===== src/rtl/qos_pkg.sv =====
// Shared constants and types for the QoS read scheduler.
// Higher queue index means higher priority. The top index is the high-bandwidth queue.
package qos_pkg;

    localparam int DSIZE   = 32;
    localparam int NQ      = 5;
    localparam int QWIDTH  = 3;
    localparam int AWIDTH  = 4;
    localparam int HIBW_Q  = NQ - 1;
    localparam int AGE_MAX = 15;

    typedef logic [QWIDTH-1:0] qid_t;

    typedef enum logic {
        ST_EMPTY = 1'b0,
        ST_FULL  = 1'b1
    } state_t;

endpackage


===== src/rtl/qos_age_arbiter.sv =====
// Strict-priority pop arbiter. Per-queue aging counters force-grant a starving low-priority queue.
import qos_pkg::*;

module qos_age_arbiter #(
    parameter int NQ      = qos_pkg::NQ,
    parameter int AWIDTH  = qos_pkg::AWIDTH,
    parameter int AGE_MAX = qos_pkg::AGE_MAX
) (
    input  logic          iClk,
    input  logic          iReset,
    input  logic [NQ-1:0] iEligible,
    input  logic          iPopOk,
    output logic [NQ-1:0] oGrant,
    output logic          oAged
);

    localparam int HI = NQ - 1;
    localparam logic [AWIDTH-1:0] AGE_TOP = AWIDTH'(AGE_MAX);

    // The high-bandwidth queue never ages, so it has no counter.
    logic [AWIDTH-1:0] ageReg [HI];
    logic [NQ-1:0]     agedHit;
    logic              anyGrant;

    generate
        for (genvar gi = 0; gi < HI; gi++) begin : g_hit
            assign agedHit[gi] = iEligible[gi] && (ageReg[gi] == AGE_TOP);
        end
    endgenerate
    assign agedHit[HI] = 1'b0;

    always_comb begin
        oGrant = '0;
        oAged  = 1'b0;
        if (iPopOk && (|iEligible)) begin
            if (|agedHit) begin
                // A descending scan leaves the lowest aged queue as the winner.
                oAged = 1'b1;
                for (int q = HI - 1; q >= 0; q--) begin
                    if (agedHit[q]) begin
                        oGrant    = '0;
                        oGrant[q] = 1'b1;
                    end
                end
            end else begin
                for (int q = 0; q < NQ; q++) begin
                    if (iEligible[q]) begin
                        oGrant    = '0;
                        oGrant[q] = 1'b1;
                    end
                end
            end
        end
    end

    assign anyGrant = |oGrant;

    always_ff @(posedge iClk) begin
        for (int q = 0; q < HI; q++) begin
            if (iReset || !iEligible[q]) begin
                ageReg[q] <= '0;
            end else if (anyGrant) begin
                if (oGrant[q]) begin
                    ageReg[q] <= '0;
                end else if (ageReg[q] != AGE_TOP) begin
                    ageReg[q] <= ageReg[q] + 1'b1;
                end
            end
        end
    end

endmodule


===== src/rtl/qos_read_scheduler.sv =====
// Read-end scheduler: pops one FWFT queue per cycle into a registered valid/ready output stage.
import qos_pkg::*;

module qos_read_scheduler #(
    parameter int DSIZE   = qos_pkg::DSIZE,
    parameter int NQ      = qos_pkg::NQ,
    parameter int AGE_MAX = qos_pkg::AGE_MAX,
    parameter int AWIDTH  = qos_pkg::AWIDTH,
    parameter int QWIDTH  = qos_pkg::QWIDTH
) (
    input  logic               iClk,
    input  logic               iReset,
    input  logic [NQ-1:0]      iEmpty,
    input  logic [NQ*DSIZE-1:0] iRdData,
    output logic [NQ-1:0]      oRd,
    output logic [DSIZE-1:0]   oData,
    output logic               oValid,
    input  logic               iReady,
    output logic [QWIDTH-1:0]  oQid,
    output logic               oAged
);

    state_t             stateReg;
    state_t             stateNext;
    logic               popOk;
    logic [NQ-1:0]      grant;
    logic               grantAged;
    logic               anyPop;
    logic [DSIZE-1:0]   selData;
    logic [QWIDTH-1:0]  selQid;

    // Reset gates popOk so no queue loses a word during the reset cycle.
    assign popOk  = (~oValid | iReady) & ~iReset;
    assign anyPop = |grant;
    assign oRd    = grant;

    qos_age_arbiter #(
        .NQ      (NQ),
        .AWIDTH  (AWIDTH),
        .AGE_MAX (AGE_MAX)
    ) uArb (
        .iClk      (iClk),
        .iReset    (iReset),
        .iEligible (~iEmpty),
        .iPopOk    (popOk),
        .oGrant    (grant),
        .oAged     (grantAged)
    );

    always_comb begin
        selData = '0;
        selQid  = '0;
        for (int q = 0; q < NQ; q++) begin
            if (grant[q]) begin
                selData = selData | iRdData[q*DSIZE +: DSIZE];
                selQid  = QWIDTH'(q);
            end
        end
    end

    always_ff @(posedge iClk) begin
        if (iReset) begin
            stateReg <= ST_EMPTY;
        end else begin
            stateReg <= stateNext;
        end
    end

    always_comb begin
        stateNext = stateReg;
        case (stateReg)
            ST_EMPTY: if (anyPop) stateNext = ST_FULL;
            ST_FULL:  if (iReady && !anyPop) stateNext = ST_EMPTY;
            default:  stateNext = ST_EMPTY;
        endcase
    end

    always_comb begin
        oValid = (stateReg == ST_FULL);
    end

    always_ff @(posedge iClk) begin
        if (iReset) begin
            oData <= '0;
            oQid  <= '0;
            oAged <= 1'b0;
        end else if (anyPop) begin
            oData <= selData;
            oQid  <= selQid;
            oAged <= grantAged;
        end
    end

endmodule


===== config.mk =====
export PLATFORM = sky130hd
export DESIGN_NAME = qos_read_scheduler
export DESIGN_NICKNAME = d
export VERILOG_FILES = /design/src/rtl/qos_pkg.sv /design/src/rtl/qos_age_arbiter.sv /design/src/rtl/qos_read_scheduler.sv
export SDC_FILE = /design/constraint.sdc
export NUM_CORES = 1
export LEC_CHECK = 0
export ABC_AREA = 1
export CAP_MARGIN = 15
export CORE_MARGIN = 4
export CORE_UTILIZATION = 42
export DETAILED_ROUTE_END_ITERATION = 8
export PLACE_DENSITY = 0.9
export SLEW_MARGIN = 0
export SYNTH_ARGS = -nofsm -noshare
export SYNTH_HDL_FRONTEND = slang
export SYNTH_SLANG_ARGS = --single-unit

===== constraint.sdc =====
create_clock -name iClk -period 4.1 [get_ports iClk]
set_input_delay 0.615 -clock iClk [delete_from_list [all_inputs] [get_ports iClk]]
set_output_delay 0.615 -clock iClk [all_outputs]
set_load 0.02 [all_outputs]

==> metrics.txt, run 1 <==
status=finished, final reports clean; Max Used Layer=met4; total track usage=24.9%; post_cts resized=0; xor and xnor area share after synthesis=1.64%; Logic pwr share=33.9%; area grow syn2layout=57.6%; Die ar.=10500 um^2; Yosys warning count=0; CP required=3480 ps; Final ANT Viol Nets=0; DR pass1 iterations=6; die outline height=102 um; Worst Tran Pin Value=687 ps; Crit Path Max Fanout=29; input/output buffers=209; Max Clock Skew=6.53 ps; Sink Count=53; number of global-route vias before repair=4472; Root Driver=clkbuf_8; Routed wire per std cell=15.6 um; Seq cells post-synth=53; Cell Rows=34; Static Leak=2.77 nW; Metal-1 WL=5050 um; Routed met3 length=1420 um; Yosys cell types=28; Syn Nets=760; Initial Util=43.1%; pin count of the biggest net entering global routing=47; Final setup viols=0; I/O pins=210; clk buf depth=2; CP most frequent cell=clkdlybuf4s50_1; CTS tree=yes; GPL Wtd Cong=1.03; Worst setup EP type=primary output; Crit Path Class=primary input to primary output; CP max stage cell=clkdlybuf4s50_1; syn avg cell area=6.37 um^2; Switch Pwr=0.419 mW; DR vias=4652; DRT iter0 DRCs=218; Clk pwr share=21.9%; Slew Limit Headroom=54.2%; Crit path largest cell delay=600 ps; P_int=0.945 mW; Post-layout nets=948; Antenna Cells=0; switch share=30.7%; Synth Area in Adders=1.34%; multiplexer share of the synthesized area=0%; Async SR Flop Fraction=0%; clk_lat worst skew=300 ps; Final Hold Vio Count=0; initial antenna violation count=0; Cell Pwr Density=231 nW/um^2; DRT Wirelength=13800 um; Mapped Area=3740 um^2; period utilization=85.6%; Detail Placement HPWL=10500 um; clock-pin transition on the worst setup and hold timing paths=100 ps; core area=8680 um^2; Max Cap Viol=0; synthesized-area fraction occupied by and/or/nand/nor cells=48.4%; Main synth FF type=dfxtp_1; Tightest Hold Check Type=flop to flop; vias per cell=5.26; Congestion Overflow GR=0; Synth Instances=588; CTS Buf Count=5; Final Util=68.0%; Slew Viols, Final=0; first-pass GRT wire length=20700 um; critical-path cell list=clkdlybuf4s50_1 -> a21oi_2 -> nand2_4 -> inv_2 -> nand2_1 -> inv_1 -> clkdlybuf4s50_1; main combinational cell family by area after synthesis=simple AND/OR/NAND/NOR gates; H-tree depth=2; final setup TNS=0 ps; register area share after synthesis=32.6%; Arr. time, crit path=2900 ps; Hold-fix buffers, CTS=0; metal2 WL=7010 um; CP startpoint kind=primary input; die width=102 um; Compound-Gate Fraction of Synth Area=1.44%; layout cell share with drive strength beyond 1=4.38%; RSZ-0062 raised after global routing=false; Seq pwr share=44.2%; Max Fclk=0.285 GHz; min Tclk post-route=3510 ps; Post-CTS Setup Bufs=0; DRC viols=0; number of synthesized flops with an enable pin=16; Peak VDD IR=0.000164 V
## layout make-up
cell class	count	area [um^2]
Timing Repair Buffer	218	2160
Inverter	84	315
Fill cell	760	2780
Tap cell	108	135
Clock buffer	5	68.8
Multi-Input combinational cell	414	1980
Clock inverter	3	21.3
Sequential cell	53	1220
## critical path, delay by kind of cell
kind	cells	cell delay [ps]
AND/OR/NAND/NOR	2	390
buffers and inverters	4	1660
AO/OA/AOI/OAI	1	210
## per-layer routing
metal	vias to the layer above	global-route usage [%]
met5	-	0
li1	2276	-
met1	2100	27.6
met3	30	6.01
met2	246	45.8
met4	0	9.38
## power groups by stage
| stage | Sequential (mW) | Combinational (mW) | Clock (mW) |
|---|---|---|---|
| global placement | 0.613 | 0.452 | 0 |
| floorplan | 0.643 | 0.174 | 0 |
| finish | 0.603 | 0.463 | 0.299 |
| CTS | 0.603 | 0.464 | 0.310 |
| global route | 0.608 | 0.500 | 0.326 |
| detailed placement | 0.615 | 0.461 | 0 |
## kinds of logic (layout without fill, tap and decap cells)
kind of cell             after synthesis  after routing
XOR/XNOR                               7              7
AO/OA/AOI/OAI                          7              7
flip-flops                            53             53
adder cells (fa/ha/maj)                4              4
AND/OR/NAND/NOR                      396            396
buffers and inverters                121            310
## placed cells by master, fill, tap and decap left out
cell type,instances
clkdlybuf4s50_1,209
nand3_1,143
nand2_1,114
nor2_1,88
inv_1,81
nand4_1,39
dfxtp_1,37
edfxtp_1,16
buf_4,9
nand2_2,5
clkbuf_8,5
xor2_1,4
ha_1,4
inv_2,3
xnor2_1,3
a21oi_1,3
nor2_2,2
clkinvlp_4,2
a21oi_2,1
nand2_4,1
nor2_4,1
nand4_2,1
a21oi_4,1
o21ai_2,1
nor3_2,1
o21ai_0,1
nor3_1,1
inv_4,1
## sequential cells by signal, summed over array words and instances, names as in the netlist
name	flops
oValid	1
oAged	1
oData	32
uArb.ageReg	16
oQid	3
## Yosys cell counts (2+ instances only)
library cell | number | area (um^2)
nor2_2 | 2 | 12.5
buf_6 | 6 | 67.6
buf_4 | 9 | 67.6
a21oi_1 | 3 | 15.0
buf_2 | 10 | 50.1
inv_1 | 81 | 304
nand4_1 | 39 | 244
ha_1 | 4 | 50.1
edfxtp_1 | 16 | 480
xor2_1 | 4 | 35.0
buf_1 | 2 | 7.51
nor2_1 | 88 | 330
inv_2 | 3 | 11.3
clkbuf_1 | 10 | 37.5
nand3_1 | 143 | 716
dfxtp_1 | 37 | 741
xnor2_1 | 3 | 26.3
nand2_2 | 5 | 31.3
nand2_1 | 114 | 428
## worst paths after layout
| path | end | slack, ps | startpoint | cells after the start |
|---|---|---|---|---|
| max | oRd[1] | 590 | iReset | 7 |
| min reg2reg | oQid[2] | 480 | oQid[2] | 2 |
| max reg2reg | uArb.ageReg[2][0] | 1600 | oValid | 6 |
| min | oQid[2] | 480 | oQid[2] | 2 |
## metrics by stage
stage,power (mW),hold WS [ps],instances,worst slack (ps),area (um^2)
floorplan,0.817,541,588,1880,3740
global placement,1.06,464,877,665,5810
detailed placement,1.08,463,877,598,5810
CTS,1.38,478,885,596,5900
global route,1.43,488,885,422,5900
finish,1.36,485,885,588,5900
Note: power is estimated with default switching activity, not from simulation.
==> run 2: changes to the inputs <==
- CAP_MARGIN: 15 -> not set
- CORE_UTILIZATION: 42 -> 39
- PLACE_DENSITY: 0.9 -> 0.84
- clock period: 4.1 -> 4 ns (I/O delays scaled with it)
==> run 2 against run 1 <==
Effect of this change: flip-flop and latch count unchanged; global-route usage decreased by 1.0 points; clock-buffer cell count is 1 higher; worst hold slack got worse by 5.3 ps; total power is 7.0% higher; worst setup slack improved by 200 ps; via count down 1.2%; die area increased by 7.1%; clock skew up 10 ps; clock power is 23% higher; critical path depth did not move; critical path type unchanged.
==> metrics.txt, run 2 (synthesis gave the netlist of run 1 again) <==
Crit Path Max Fanout=22 (was 29); total track usage=23.9% (was 24.9%); Slew Viols, Final=0 (unchanged); H-tree depth=2 (unchanged); Slew Limit Headroom=53.9% (was 54.2%); Biggest register=oData (unchanged); Cell Rows=35 (was 34); first-pass GRT wire length=21900 um (was 20700 um); layout cell share with drive strength beyond 1=4.49% (was 4.38%); Tightest Hold Check Type=flop to flop (unchanged); core area=9280 um^2 (was 8680 um^2); DRT Wirelength=13900 um (was 13800 um); number of global-route vias before repair=4433 (was 4472); Congestion Overflow GR=0 (unchanged); CTS Buf Count=5 (unchanged); critical-path cell list=clkdlybuf4s50_1 -> a21oi_2 -> nand2_4 -> nor2_4 -> nand2_1 -> inv_1 -> clkdlybuf4s50_1 (was clkdlybuf4s50_1 -> a21oi_2 -> nand2_4 -> inv_2 -> nand2_1 -> inv_1 -> clkdlybuf4s50_1); Sink Count=53 (unchanged); Final setup viols=0 (unchanged); Max Cap Viol=0 (unchanged); area grow syn2layout=59.2% (was 57.6%); Tot Pwr=1.46 mW (was 1.36 mW); Cell Pwr Density=245 nW/um^2 (was 231 nW/um^2); CTS tree=yes (unchanged); Post-layout nets=950 (was 948); initial antenna violation count=1 (was 0); Peak VDD IR=0.000154 V (was 0.000164 V); CP most frequent cell=clkdlybuf4s50_1 (unchanged); Hold-fix buffers, CTS=0 (unchanged); clk_lat worst skew=310 ps (was 300 ps); input/output buffers=209 (unchanged); die width=106 um (was 102 um); Crit path max-delay family=buffers and inverters (unchanged); leading registers by flop count=oData (32), uArb.ageReg (16), oQid (3) (unchanged); post_cts resized=0 (unchanged); Post-CTS Setup Bufs=0 (unchanged); Crit path largest cell delay=600 ps (about the same); Largest register FFs=32 (unchanged); min Tclk post-route=3210 ps; clk buf depth=2 (unchanged); CP required=3400 ps (was 3480 ps); Layout fillers=828 (was 760); DRC viols=0 (unchanged); Detail Placement HPWL=10300 um (was 10500 um); most frequent cells in the layout=clkdlybuf4s50_1, nand3_1, nand2_1, nor2_1, inv_1 (unchanged); setup ws final=789 ps (was 588 ps); period utilization=80.3%; clock-pin transition on the worst setup and hold timing paths=110 ps (was 100 ps); Worst Tran Pin Value=691 ps (was 687 ps); RSZ-0062 raised after global routing=false (unchanged); vias per cell=5.06 (was 5.26); DR vias=4595 (was 4652); die outline height=106 um (was 102 um); Post-Place Setup Slack=799 ps (was 598 ps); DR pass1 iterations=5 (was 6); Worst setup EP type=primary output (unchanged); Static Leak=2.80 nW (was 2.77 nW); hold slack=480 ps (was 485 ps); Max Fclk=0.311 GHz; Max Clock Skew=16.9 ps (was 6.53 ps); Arr. time, crit path=2610 ps (was 2900 ps); Routed wire per std cell=15.3 um (was 15.6 um); Initial Util=40.3% (was 43.1%); most common cell after layout, fill and taps aside=clkdlybuf4s50_1 (unchanged); CP startpoint kind=primary input (unchanged); CP bufs+invs=3 (was 4); CP max stage cell=clkdlybuf4s50_1 (unchanged); GPL Wtd Cong=0.886 (was 1.03); status=finished, final reports clean (unchanged); Root Driver=clkbuf_8 (unchanged); pin count of the biggest net entering global routing=38 (was 47); Crit Path Class=primary input to primary output (unchanged); Die ar.=11200 um^2 (was 10500 um^2); DRT iter0 DRCs=300 (was 218); final setup TNS=0 ps (unchanged); I/O pins=210 (unchanged); Final Hold Vio Count=0 (unchanged); Final ANT Viol Nets=0 (unchanged)
==> run 2: changes by cell type in the layout (fill, tap and decap cells not counted) <==
cell | previous run | this run
buf_4 | 9 | 11
clkinvlp_4 | 2 | 0
bufinv_16 | 0 | 1
clkbuf_1 | 0 | 1
clkinv_2 | 0 | 1
diode_2 | 0 | 1
inv_4 | 1 | 0
==> run 2: tightest hold or removal path, delay by kind of cell, from the launching register on <==
kind / cells / cell delay [ps]
DFF: 1 / 330
and+or+nand+nor: 1 / 60
AOI/OAI and AO/OA: 1 / 60
==> run 2: final cells by class <==
type	instances	area [um^2]	share of cell area [%]
antenna	1	2.50	0.0420
clock buffer	6	72.6	1.22
clock inverter	2	35.0	0.588
tap	129	161	2.71
timing repair buffer	220	2170	36.5
multi-input combinational	414	1980	33.2
inverter	84	315	5.29
sequential	53	1220	20.5
==> run 2: routing by layer <==
metal,track usage (%),up-vias,wire (um),part of all wire (%)
met4,7.68,0,386,2.8
met3,4.74,26,1160,8.4
met5,0,-,0,0
li1,-,2280,-,-
met1,28.4,2063,5590,40
met2,43.0,226,6730,49
==> run 2: power by group <==
group / switching (mW) / internal [mW] / total (mW)
logic: 0.220 / 0.254 / 0.474
registers: 0.0257 / 0.593 / 0.618
clock network: 0.181 / 0.186 / 0.367
==> run 2: final timing paths <==
check / start / to / slack, ps / depth (start not counted)
min reg2reg: oQid[2] / oQid[2] / 480 / 2
min: oQid[2] / oQid[2] / 480 / 2
max reg2reg: uArb.ageReg[2][0] / uArb.ageReg[1][3] / 1850 / 9
max: iReset / oRd[4] / 790 / 7
==> run 2: stage by stage <==
step                      util [%]  instances  instance area [um^2]
after CTS                     64.2        908                  5960
after detailed placement      63.0        900                  5850
after global placement        63.0        900                  5850
after global routing          64.2        909                  5960
after floorplan                  -        588                  3740
final                         64.2        909                  5960
